File: config.mk
export PLATFORM = sky130hd
export DESIGN_NAME = throw_aim_controller
export DESIGN_NICKNAME = d
export VERILOG_FILES = /design/src/rtl/throw_aim_controller.sv
export SDC_FILE = /design/constraint.sdc
export NUM_CORES = 1
export LEC_CHECK = 0
export ABC_CLOCK_PERIOD_IN_PS = 2100
export BUFFER_PORTS_ARGS = -buffer_cell sky130_fd_sc_hd__buf_4
export CAP_MARGIN = 20
export CORE_ASPECT_RATIO = 0.7
export CORE_MARGIN = 4
export CORE_UTILIZATION = 45
export CTS_CLUSTER_SIZE = 20
export DETAILED_ROUTE_END_ITERATION = 8
export PLACE_DENSITY = 0.66
export RECOVER_POWER = 50
export REMOVE_ABC_BUFFERS = 1
export SYNTH_ARGS = -nofsm -noshare
export SYNTH_HDL_FRONTEND = slang
export SYNTH_SLANG_ARGS = --single-unit
File: constraint.sdc
create_clock -name clk -period 2.1 [get_ports clk]
set_input_delay 0.42 -clock clk [delete_from_list [all_inputs] [get_ports clk]]
set_output_delay 0.42 -clock clk [all_outputs]
set_load 0.01 [all_outputs]
File: src/rtl/throw_aim_controller.sv
// rtl/throw_aim_controller.sv - fire-button aiming: x/y ping-pong sweep, throw strobe, turn and game-end tracking
module throw_aim_controller #(
    parameter int unsigned X_MIN     = 2,
    parameter int unsigned X_MAX     = 22,
    parameter int unsigned Y_MIN     = 16,
    parameter int unsigned Y_MAX     = 36,
    parameter int unsigned SWEEP_DIV = 4000000,
    parameter int unsigned PULSE_LEN = 2,
    parameter int unsigned THROWS    = 5
) (
    input  logic       clk,
    input  logic       rst_n,
    input  logic       fire,
    input  logic [5:0] score0,
    input  logic [5:0] score1,
    output logic [5:0] x,
    output logic [5:0] y,
    output logic       player,
    output logic       valid_pulse,
    output logic [3:0] throws_left,
    output logic       game_over,
    output logic       winner,
    output logic       draw
);
    typedef enum logic [2:0] {AIM_X, AIM_Y, FIRE, HOLD, CHECK, OVER} state_t;

    localparam int DIV_W = (SWEEP_DIV > 1) ? $clog2(SWEEP_DIV) : 1;
    localparam int PUL_W = (PULSE_LEN > 1) ? $clog2(PULSE_LEN) : 1;
    localparam logic [DIV_W-1:0] DIV_LAST   = DIV_W'(SWEEP_DIV - 1);
    localparam logic [PUL_W-1:0] PULSE_LAST = PUL_W'(PULSE_LEN - 1);

    state_t             state, state_nxt;
    logic [DIV_W-1:0]   div;
    logic [PUL_W-1:0]   pcnt;
    logic               up;
    logic [3:0]         cnt0, cnt1;
    logic               aiming, tick, end_game;
    logic [3:0]         act_cnt, act_cnt_inc, other_cnt;

    // Returns {next_direction_up, next_position}; endpoints reverse without repeating.
    function automatic logic [6:0] sweep(input logic [5:0] pos, input logic [5:0] lo,
                                         input logic [5:0] hi, input logic dir_up);
        logic [6:0] r;
        if (dir_up) r = (pos >= hi) ? {1'b0, pos - 6'd1} : {1'b1, pos + 6'd1};
        else        r = (pos <= lo) ? {1'b1, pos + 6'd1} : {1'b0, pos - 6'd1};
        return r;
    endfunction

    assign aiming      = (state == AIM_X) || (state == AIM_Y);
    assign tick        = aiming && (div == DIV_LAST);
    assign act_cnt     = player ? cnt1 : cnt0;
    assign other_cnt   = player ? cnt0 : cnt1;
    assign act_cnt_inc = act_cnt + 4'd1;
    assign end_game    = (score0 == 6'd0) || (score1 == 6'd0) ||
                         ((act_cnt_inc == 4'(THROWS)) && (other_cnt == 4'(THROWS)));
    assign throws_left = 4'(THROWS) - act_cnt;

    always_ff @(posedge clk or negedge rst_n) begin
        if (!rst_n) state <= AIM_X;
        else        state <= state_nxt;
    end

    always_comb begin
        state_nxt   = state;
        valid_pulse = 1'b0;
        case (state)
            AIM_X: if (fire) state_nxt = AIM_Y;
            AIM_Y: if (fire) state_nxt = FIRE;
            FIRE: begin
                valid_pulse = 1'b1;
                if (pcnt == PULSE_LAST) state_nxt = HOLD;
            end
            HOLD:  state_nxt = CHECK;
            CHECK: state_nxt = end_game ? OVER : AIM_X;
            OVER:  state_nxt = OVER;
            default: state_nxt = AIM_X;
        endcase
    end

    always_ff @(posedge clk or negedge rst_n) begin
        if (!rst_n) begin
            div       <= '0;
            pcnt      <= '0;
            up        <= 1'b1;
            x         <= 6'(X_MIN);
            y         <= 6'(Y_MIN);
            player    <= 1'b0;
            cnt0      <= 4'd0;
            cnt1      <= 4'd0;
            game_over <= 1'b0;
            winner    <= 1'b0;
            draw      <= 1'b0;
        end else begin
            if (!aiming || state_nxt != state || tick) div <= '0;
            else                                        div <= div + 1'b1;

            if (state == FIRE && state_nxt == FIRE) pcnt <= pcnt + 1'b1;
            else                                    pcnt <= '0;

            case (state)
                AIM_X: begin
                    if (fire) begin
                        y  <= 6'(Y_MIN);
                        up <= 1'b1;
                    end else if (tick) begin
                        {up, x} <= sweep(x, 6'(X_MIN), 6'(X_MAX), up);
                    end
                end
                AIM_Y: if (!fire && tick) {up, y} <= sweep(y, 6'(Y_MIN), 6'(Y_MAX), up);
                CHECK: begin
                    if (player) cnt1 <= act_cnt_inc;
                    else        cnt0 <= act_cnt_inc;
                    if (end_game) begin
                        game_over <= 1'b1;
                        winner    <= (score1 < score0);
                        draw      <= (score0 == score1);
                    end else begin
                        player <= ~player;
                        x      <= 6'(X_MIN);
                        y      <= 6'(Y_MIN);
                        up     <= 1'b1;
                    end
                end
                default: ;
            endcase
        end
    end
endmodule

==> results of run 1 <==
## layout make-up
type                            count  area (um2)
Clock buffer                        7        96.3
Fill cell                         594        2640
Tap cell                           94         118
Sequential cell                    51        1280
Multi-Input combinational cell    266        2010
Inverter                           28         105
Clock inverter                      1        7.51
Timing Repair Buffer               78         656
## power by group through the flow
stage	sequential, W	clock [W]	combinational (W)
after global placement	0.00141	0	0.00196
after CTS	0.00141	0.000658	0.00234
after global routing	0.00146	0.000689	0.00290
final	0.00143	0.000645	0.00266
after detailed placement	0.00142	0	0.00201
after floorplan	0.00147	0	0.00108
## layout by cell type, fill, tap and decap left out, types with 6 or more instances in the layout
cell type and n:
dfrtp_1 47, clkbuf_8 7, nand2_1 20, buf_6 6
xnor2_1 16, nand4_1 8, nor2_1 39, inv_1 28
o21ai_0 9, nor3_1 6, xor2_1 11, nand3_1 20
buf_4 68, nor2_4 8, ha_1 13, mux2i_1 8
a21oi_1 7, nor4_1 7, mux2_2 7
## metal layers
| layer | share of wire | track usage | up-vias |
|---|---|---|---|
| li1 | - | - | 1408 |
| met1 | 0.50 | 0.284 | 1352 |
| met2 | 0.44 | 0.304 | 58 |
| met3 | 0.042 | 0.0333 | 12 |
| met4 | 0.013 | 0.0523 | 0 |
| met5 | 0 | 0 | - |
## per-stage QoR
| step | setup slack (ps) | TNS [ps] | utilization |
|---|---|---|---|
| floorplan | -536 | -14870 | - |
| global placement | -63.8 | -903 | 0.559 |
| detailed placement | -157 | -3830 | 0.559 |
| CTS | -69.1 | -1540 | 0.595 |
| global route | -177 | -5130 | 0.618 |
| finish | -60.9 | -898 | 0.618 |
## repair_timing
action                                  4_1_cts  5_1_grt
cloned                                        1        2
buffers inserted                              5        0
resized for setup                            18       38
pin swaps                                     6       14
endpoints found under the setup margin       40       41
hold buffers                                  0        0
## worst min-delay path by stage
stage | from | to | slack, ps | cells after the start
6_report | rst_n | x[3] | 390 | 1
2_1_floorplan | rst_n | cnt0[0] | 120 | 0
5_1_grt | fire | state[1] | 460 | 3
4_1_cts | rst_n | state[2] | 150 | 1
3_3_place_gp | pcnt | pcnt | 450 | 1
3_5_place_dp | game_over | game_over | 470 | 1
## logic make-up after synthesis
group / count (synthesis) / synth area share
multiplexers: 17 / 0.0550
AND/OR/NAND/NOR: 146 / 0.236
adder cells (fa/ha/maj): 16 / 0.0612
flip-flops: 51 / 0.391
AO/OA/AOI/OAI: 58 / 0.128
XOR/XNOR: 29 / 0.0776
buffers and inverters: 39 / 0.0512
## sequential cells by signal, indices dropped and copies added, names as in the netlist
| name | flops |
|---|---|
| pcnt | 1 |
| div | 22 |
| winner | 1 |
| x | 6 |
| up | 1 |
| state | 3 |
| cnt1 | 4 |
| y | 6 |
| draw | 1 |
| game_over | 1 |
| player | 1 |
| cnt0 | 4 |
## critical path: stages (launching register included)
cell and delay [ps]:
dfrtp_2 460, buf_6 140, or4b_1 540, o22ai_2 150
nand2_2 110, o311ai_4 440, a21oi_2 80, mux2i_1 160
==> metrics, run 1 <==
drt pass-1 iters 4; total power ~0.0047 W; top_reg_cell synth dfrtp_1; register bit total from synthesis between 50 and 60; row cnt 25; diodes inserted 0; worst hold path type input port to async pin; FF-to-FF End y[0]; yosys warns 0; CTS Root Buffer Type clkbuf_8; Mean Syn Cell Area 9.19 um2; FF-to-FF setup slack -60 ps; die width 110 um; die area 0.00872 mm2; Power per Cell Area 1110 mW/mm2; synth top area cells dfrtp_1, ha_1, nor2_1; maximum vdd drop 0.934 mV; critical path capture point type register; clk_lat worst skew ~310 ps; RD Place Congestion 0.856; Cells after DPL 509; Floorplan Core Area 0.00691 mm2; Clk pwr share 0.136; Routed WL between 8000 and 9000 um; synthesis-to-layout area growth 30.6%; most common cell in the netlist nor2_1; Sw Ratio 0.411; Hold WS 391 ps; Setup CP Type register to register; Total GRT Usage 0.197; Post-synth EDFFs 0; Max Fclk between 0.4 and 0.5 GHz; die height 79.4 um; actual slew at the worst max-slew pin ~1300 ps; Tcrit/Tclk final 1.03; # DRC 0; ys async rst share 1.00; post-synthesis sequential area ratio 0.391; initial cell density of the core 0.473; CTS Buf Count 5; initial drt markers 212; routed via count 2830; Layout Cells excl Fill 525; Gate power share 0.563; CP Launch Type register; # setup viols final 32; CTS tree yes; largest net degree at the start of global routing 52; DR WL/cell 15.4 um; RSZ-0062 raised after global routing true; Worst Setup EP y[0]; Antenna Nets Post-Route 0; status finished with violations; Synth area leader dfrtp_1; total clock sinks 51; Critical Path AT 2400 ps; Synth top area share 0.367; first-pass GRT wire length around 14000 um; Worst Path Required 2340 ps; Reg clk slew, reported paths 100 ps; routed vias/inst 5.39; CTS Buffer Depth 2; net switching component of the power 0.00195 W; normalized max-slew margin 0.134; Detail Placement HPWL around 5600 um; Final nets approximately 460; CP Launch Point player; input/output buffers 35; Hold Fails Final Rpt 0; Pint about 0.0028 W; mapped cell area 0.00327 mm2; number of global-route vias before repair 2865; Finished Cell Area 0.00427 mm2; Synth top cells by count nor2_1, dfrtp_1, inv_1; Crit Path Max Fanout 5; min Tclk post-route approximately 2200 ps; I/O pin total 36; skew final 10.6 ps; leak pwr 1.92 nW; failing checks negative setup slack; Remaining Overflow, GRT 0; H-tree depth 2; Cell variety after synth 60; placed instance area 0.00387 mm2; Critical R2R Launch player; Slew Viols, Final 0; Post-Syn Instances 356; Max Cap Viol 0; final setup margin -60.9 ps; layout cells sized above 1 0.323; worst-case reg-to-reg path depth 7; Reg power frac 0.301; antenna violations before repair 0
Power figures use the tool's default switching activity.
==> run 2: changes to the inputs <==
- CORE_UTILIZATION: 45 -> 53
- PLACE_DENSITY: 0.66 -> 0.76
- SLEW_MARGIN: unset -> 20
==> run 2 against run 1 <==
Against the previous run: the run still ends with negative setup slack left; clock skew fell by 3.3 ps; clock power is 12% lower; combinational power fell by 15%; sequential cell count stayed put; non-clock buffer count down 5.
==> metrics, run 2 (synthesized netlist as in run 1, its figures left out) <==
status finished with violations (unchanged); failing checks negative setup slack (unchanged); footprint of the multi-input gates 0.00195 mm2 (was 0.00201 mm2); initial drt markers 177 (was 212); final-layout fill cell count 435 (was 594); total clock sinks 51 (unchanged); die height 73.8 um (was 79.4 um); Power per Cell Area 1040 mW/mm2 (was 1110 mW/mm2); Hold Fails Final Rpt 0 (unchanged); RSZ-0062 raised after global routing true (unchanged); Antenna Nets Post-Route 0 (unchanged); Layout Cells excl Fill 501 (was 525); normalized max-slew margin 0.125 (was 0.134); Critical Path AT 2420 ps (was 2400 ps); drt pass-1 iters 5 (was 4); Cells after DPL 489 (was 509); first-pass GRT wire length 13100 um (was 13700 um); Detail Placement HPWL 5390 um (was 5580 um); Slew Viols, Final 0 (unchanged); Setup CP Type register to register (unchanged); H-tree depth 2 (unchanged); commonest non-fill, non-tap cells in the layout buf_4, nor2_1, dfrtp_1, inv_1 (was buf_4, dfrtp_1, nor2_1, inv_1); max reg flops 22 (unchanged); crit-path cells mux2i_1, inv_1, ha_4, a21oi_1, a21oi_1, o21a_2, o311ai_4, a21oi_1, o21a_1 (was buf_6, or4b_1, o22ai_2, nand2_2, o311ai_4, a21oi_2, mux2i_1); Post-CTS Hold Fix Bufs 0 (unchanged); DR WL/cell 15.5 um (was 15.4 um); row cnt 23 (was 25); slowest stage cell, crit path dfrtp_1 (was or4b_1); max incr delay on CP 440 ps (was 540 ps); largest net degree at the start of global routing 52 (unchanged); leak pwr 1.87 nW (was 1.92 nW); Sw Ratio 0.418 (was 0.411); number of global-route vias before repair 2753 (was 2865); Reg clk slew, reported paths 100 ps (about the same); Floorplan Core Area 0.00584 mm2 (was 0.00691 mm2); Crit Path Max Fanout 5 (unchanged); Final Util 0.698 (was 0.618); critical path capture point type register (unchanged); Routed WL 7750 um (was 8090 um); Tcrit/Tclk final 1.03 (about the same); CP most frequent cell a21oi_1; Regs by FF count div: 22 flops, x: 6 flops, y: 6 flops (unchanged); actual slew at the worst max-slew pin 1310 ps (was 1300 ps); Clk pwr share 0.134 (was 0.136); routed vias/inst 5.65 (was 5.39); Biggest register div (unchanged); Max Fclk 0.461 GHz (was 0.463 GHz); Gate power share 0.529 (was 0.563); Total GRT Usage 0.218 (was 0.197); CTS tree yes (unchanged); routed via count 2832 (was 2830); # setup viols final 33 (was 32); I/O pin total 36 (unchanged); Final nets 456 (was 461); die width 102 um (was 110 um); initial cell density of the core 0.560 (was 0.473); Max Cap Viol 0 (unchanged); commonest non-fill, non-tap cell in the layout buf_4 (unchanged); net switching component of the power 0.00178 W (was 0.00195 W); CTS Buffer Depth 2 (unchanged); worst-case reg-to-reg path depth 9 (was 7); Worst Path Required 2350 ps (was 2340 ps); final setup margin -69.7 ps (was -60.9 ps); die area 0.00752 mm2 (was 0.00872 mm2); layout cells sized above 1 0.286 (was 0.323); # DRC 0 (unchanged); Sequential Area 0.00128 mm2 (about the same); FF-to-FF setup slack -70 ps (was -60 ps); CP Launch Type register (unchanged); Pint 0.00248 W (was 0.00279 W); clk_lat worst skew 300 ps (was 310 ps); Remaining Overflow, GRT 0 (unchanged); diodes inserted 0 (unchanged); CTS Buf Count 5 (unchanged); RD Place Congestion 0.873 (was 0.856); CTS Root Buffer Type clkbuf_8 (unchanged); Reg power frac 0.337 (was 0.301); input/output buffers 35 (unchanged); antenna violations before repair 0 (unchanged); synthesis-to-layout area growth 24.6% (was 30.6%); worst hold path type input port to async pin (unchanged); skew final 7.27 ps (was 10.6 ps); min Tclk post-route 2170 ps (was 2160 ps); maximum vdd drop 0.815 mV (was 0.934 mV)
run 2: cell count changes in the layout (fill, tap and decap cells not counted), sizes merged:
cell    previous run  this run
clkinv             0         1
clkbuf             9         7
buf               76        72
run 2: final cells by class:
type | count | area share
Multi-Input combinational cell | 266 | 0.478
Sequential cell | 51 | 0.314
Clock buffer | 6 | 0.0178
Inverter | 28 | 0.0258
Clock inverter | 2 | 0.00307
Timing Repair Buffer | 73 | 0.138
Tap cell | 75 | 0.0230
run 2: metrics by stage:
stage | setup WS [ps] | instance area [um2] | setup TNS [ps] | total power (W) | hold slack, ps
6_report | -69.7 | 4080 | -1450 | 0.00425 | 367
4_1_cts | -63.6 | 4060 | -1340 | 0.00430 | 166
3_5_place_dp | -149 | 3830 | -3700 | 0.00340 | 457
2_1_floorplan | -536 | 3210 | -14870 | 0.00255 | 124
5_1_grt | -189 | 4080 | -5560 | 0.00456 | 461
3_3_place_gp | -30.8 | 3830 | -424 | 0.00335 | 445
run 2: path summary, 6_finish.rpt:
path                        start       end
min in group clk             fire  state[1]
min reg2reg                  pcnt      pcnt
min                         rst_n      x[3]
max in group asynchronous   rst_n   div[18]
max                        player      y[4]
max reg2reg                player      y[4]
run 2: power groups by stage:
| stage | Sequential, W | Clock (W) | Combinational [W] |
|---|---|---|---|
| floorplan | 0.00147 | 0 | 0.00108 |
| global placement | 0.00142 | 0 | 0.00193 |
| detailed placement | 0.00142 | 0 | 0.00198 |
| CTS | 0.00141 | 0.000573 | 0.00232 |
| global route | 0.00147 | 0.000615 | 0.00248 |
| finish | 0.00143 | 0.000570 | 0.00225 |
run 2: timing repair:
item / 4_1_cts / 5_1_grt
cloned: 1 / 0
pin swaps: 8 / 6
setup endpoints to repair: 40 / 40
endpoints found under the hold margin: 0 / 0
gates resized for setup: 21 / 14
setup buffers: 4 / 1
run 2: worst max-delay path, delay by kind of cell, from the launching register on:
| family | cells | cell delay, ps |
|---|---|---|
| compound gates | 6 | 1120 |
| flops | 1 | 440 |
| mux | 1 | 250 |
| fa+ha+maj | 1 | 190 |
| buf+inv | 1 | 110 |
run 2: layer usage:
layer	vias to the layer above	track usage	part of all wire	routed length (um)
met4	0	0.0451	0.0054	42
met5	-	0	0	0
li1	1388	-	-	-
met3	5	0.0398	0.044	341
met2	70	0.332	0.45	3490
met1	1369	0.325	0.50	3880
==> run 3: changes to the inputs <==
- ABC_AREA: unset -> 1
- CORE_UTILIZATION: 53 -> 54
- CTS_CLUSTER_SIZE: 20 -> 16
- PLACE_DENSITY: 0.76 -> 0.77
==> run 3 against run 2 <==
Against the previous run: the flow now finishes without violations; die area grew 5.0%; register-to-register slack gained 110 ps; design area grew 3.7%; sequential power grew 8%; first-iteration DRC count shrank 36%; routed wire length grew 4.9%; clock power grew 28%; critical path type unchanged; critical endpoint is now x[2]; largest cell class unchanged.
==> metrics, run 3 <==
mapped cell area 0.00352 mm2 (was 0.00327 mm2); final-layout fill cell count 501 (was 435); Synth area leader dfrtp_1 (unchanged); max incr delay on CP 380 ps (was 440 ps); # DRC 0 (unchanged); total power 0.00554 W (was 0.00425 W); FF-to-FF setup slack 40 ps (was -70 ps); min Tclk post-route 2060 ps (was 2170 ps); skew final 12.7 ps (was 7.27 ps); layout cells sized above 1 0.192 (was 0.286); antenna violations before repair 0 (unchanged); largest family of logic cells by synthesized area simple AND/OR/NAND/NOR gates (unchanged); Tcrit/Tclk final 0.979 (was 1.03); leak pwr 2.17 nW (was 1.87 nW); first-pass GRT wire length 13700 um (was 13100 um); drt pass-1 iters 4 (was 5); input/output buffers 35 (unchanged); Critical Path AT 2260 ps (was 2420 ps); Total GRT Usage 0.212 (was 0.218); Routed WL 8130 um (was 7750 um); DR WL/cell 12.9 um (was 15.5 um); Post-Syn Instances 495 (was 356); initial drt markers 113 (was 177); Synth top cells by count nand2_1, inv_1, nor2_1 (was nor2_1, dfrtp_1, inv_1); most common cell in the netlist nand2_1 (was nor2_1); number of global-route vias before repair 3080 (was 2753); top_reg_cell synth dfrtp_1 (unchanged); Hold Fails Final Rpt 0 (unchanged); I/O pin total 36 (unchanged); largest net degree at the start of global routing 52 (unchanged); Place WS -73.7 ps (was -149 ps); routed via count 3281 (was 2832); post-synthesis sequential area ratio 0.364 (was 0.391); RD Place Congestion 0.914 (was 0.873); Max Cap Viol 0 (unchanged); register bit total from synthesis 51 (unchanged); Critical Path Stages 15 (was 9); synth top area cells dfrtp_1, nand2_1, inv_1 (was dfrtp_1, ha_1, nor2_1); CTS Buffer Depth 2 (unchanged); Post-synth EDFFs 0 (unchanged); commonest non-fill, non-tap cell in the layout nand2_1 (was buf_4); Biggest register div (unchanged); commonest non-fill, non-tap cells in the layout nand2_1, inv_1, nor2_1, buf_4, dfrtp_1 (was buf_4, nor2_1, dfrtp_1, inv_1); mux contribution to synthesized area 0 (was 0.0550); synthesis-to-layout area growth 20.1% (was 24.6%); routed vias/inst 5.21 (was 5.65); slowest stage cell, crit path dfrtp_1 (unchanged); Floorplan Core Area 0.00628 mm2 (was 0.00584 mm2); RSZ-0062 raised after global routing true (unchanged); final setup TNS 0 ps (was -1450 ps); Worst Path Required 2310 ps (was 2350 ps); Worst Setup EP x[2] (was y[4]); Regs by FF count div: 22 flops, x: 6 flops, y: 6 flops (unchanged); # setup viols final 0 (was 33); Remaining Overflow, GRT 0 (unchanged); die width 104 um (was 102 um); yosys warns 0 (unchanged); status finished, final reports clean (was finished with violations); post-synthesis adder-cell area fraction 0.0569 (was 0.0612); Detail Placement HPWL 5860 um (was 5390 um); max reg flops 22 (unchanged); Post-CTS Hold Fix Bufs 0 (unchanged); Synth top area share 0.341 (was 0.367); normalized max-slew margin 0.177 (was 0.125); maximum vdd drop 0.884 mV (was 0.815 mV); Hold WS 355 ps (was 367 ps); ys async rst share 1.00 (unchanged); actual slew at the worst max-slew pin 1230 ps (was 1310 ps); Slew Viols, Final 0 (unchanged); worst-case reg-to-reg path depth 15 (was 9); Critical R2R Launch player (unchanged); Cell variety after synth 37 (was 60); CP Launch Point player (unchanged); simple-gate portion of the synthesized area 0.358 (was 0.236); Setup CP Type register to register (unchanged); die area 0.00789 mm2 (was 0.00752 mm2); WP buf/inv 4 (was 1); compound-gate portion of the synthesized area 0.0633 (was 0.128); FF-to-FF End x[2] (was y[4]); Crit Path Max Fanout 8 (was 5); clk_lat worst skew 310 ps (was 300 ps); total clock sinks 51 (unchanged); Mean Syn Cell Area 7.11 um2 (was 9.19 um2); Final nets 582 (was 456); CTS Root Buffer Type clkbuf_8 (unchanged); initial cell density of the core 0.561 (was 0.560); Crit path max-delay family simple AND/OR/NAND/NOR gates (was compound AO/OA/AOI/OAI gates); CP Launch Type register (unchanged); Reg clk slew, reported paths 100 ps (about the same); Max Fclk 0.486 GHz (was 0.461 GHz); CP most frequent cell inv_2 (was a21oi_1); die height 75.5 um (was 73.8 um); CTS tree yes (unchanged); XOR/XNOR Fraction of Synth Area 0.0622 (was 0.0776); critical path capture point type register (unchanged); Power per Cell Area 1310 mW/mm2 (was 1040 mW/mm2); row cnt 24 (was 23); worst hold path type input port to async pin (unchanged); CTS Buf Count 5 (unchanged); final setup margin 44.1 ps (was -69.7 ps); H-tree depth 2 (unchanged); crit-path cells inv_2, or2_4, o21ai_4, inv_2, buf_6, ha_4, inv_2, nand2_2, nand2_2, nand3_2, o21bai_4, or2_4, nand2_4, nand2_1, nand2_1 (was mux2i_1, inv_1, ha_4, a21oi_1, a21oi_1, o21a_2, o311ai_4, a21oi_1, o21a_1); diodes inserted 0 (unchanged); Antenna Nets Post-Route 0 (unchanged)
run 3: changes by cell type in the layout (fill, tap and decap cells not counted), sizes merged, moves of 8 or more:
| cell | delta |
|---|---|
| buf | -17 |
| inv | +42 |
| mux2 | -8 |
| mux2i | -9 |
| nand2 | +117 |
| nand3 | +23 |
| nor2 | +19 |
| o21ai | +11 |
| xnor2 | -11 |
run 3: worst min path at each step:
stage	from	end	slack [ps]	depth (start not counted)
2_1_floorplan	rst_n	cnt0[0]	120	0
3_3_place_gp	pcnt	pcnt	410	1
3_5_place_dp	pcnt	pcnt	420	1
4_1_cts	rst_n	div[13]	140	1
5_1_grt	pcnt	pcnt	470	1
6_report	rst_n	div[5]	350	1
run 3: final cells by class:
cell class | instances | area, um2 | share of cell area
clock buffers | 6 | 82.6 | 0.0195
clock inverters | 2 | 38.8 | 0.00917
inverters | 69 | 259 | 0.0613
multi-input cells | 363 | 2010 | 0.476
flip-flops and latches | 51 | 1280 | 0.303
well taps | 78 | 97.6 | 0.0231
repair buffers | 61 | 455 | 0.108
run 3: metal layers:
layer	wire, um	track usage	up-vias
met2	3630	0.356	95
met5	0	0	-
met1	3950	0.283	1508
met3	477	0.0457	8
li1	-	-	1670
met4	76	0.0575	0
run 3: logic make-up (layout without fill, tap and decap cells):
logic type,Yosys count,count (layout)
xor gates and xnor gates,25,25
DFF,51,51
AOI/OAI and AO/OA,38,38
buffers and inverters,81,138
and+or+nand+nor,284,284
adders and majority gates,16,16
run 3: timing repair:
action                     in CTS  in global routing
setup endpoints to repair      18                 23
pin swaps                       7                 10
buffers inserted                5                  7
resized for setup              19                 15
run 3: through the flow:
step | utilization | cell area, um2 | cells
3_3_place_gp | 0.627 | 3940 | 612
2_1_floorplan | - | 3440 | 483
6_report | 0.674 | 4230 | 630
3_5_place_dp | 0.627 | 3940 | 612
4_1_cts | 0.665 | 4170 | 625
5_1_grt | 0.674 | 4230 | 630
run 3: where the power goes:
group,switching (W),leakage (nW),internal (W),total [W]
registers,0.000311,0.669,0.00124,0.00155
logic,0.00185,1.44,0.00140,0.00325
clock network,0.000339,0.0618,0.000392,0.000732
total,0.00250,2.17,0.00303,0.00554
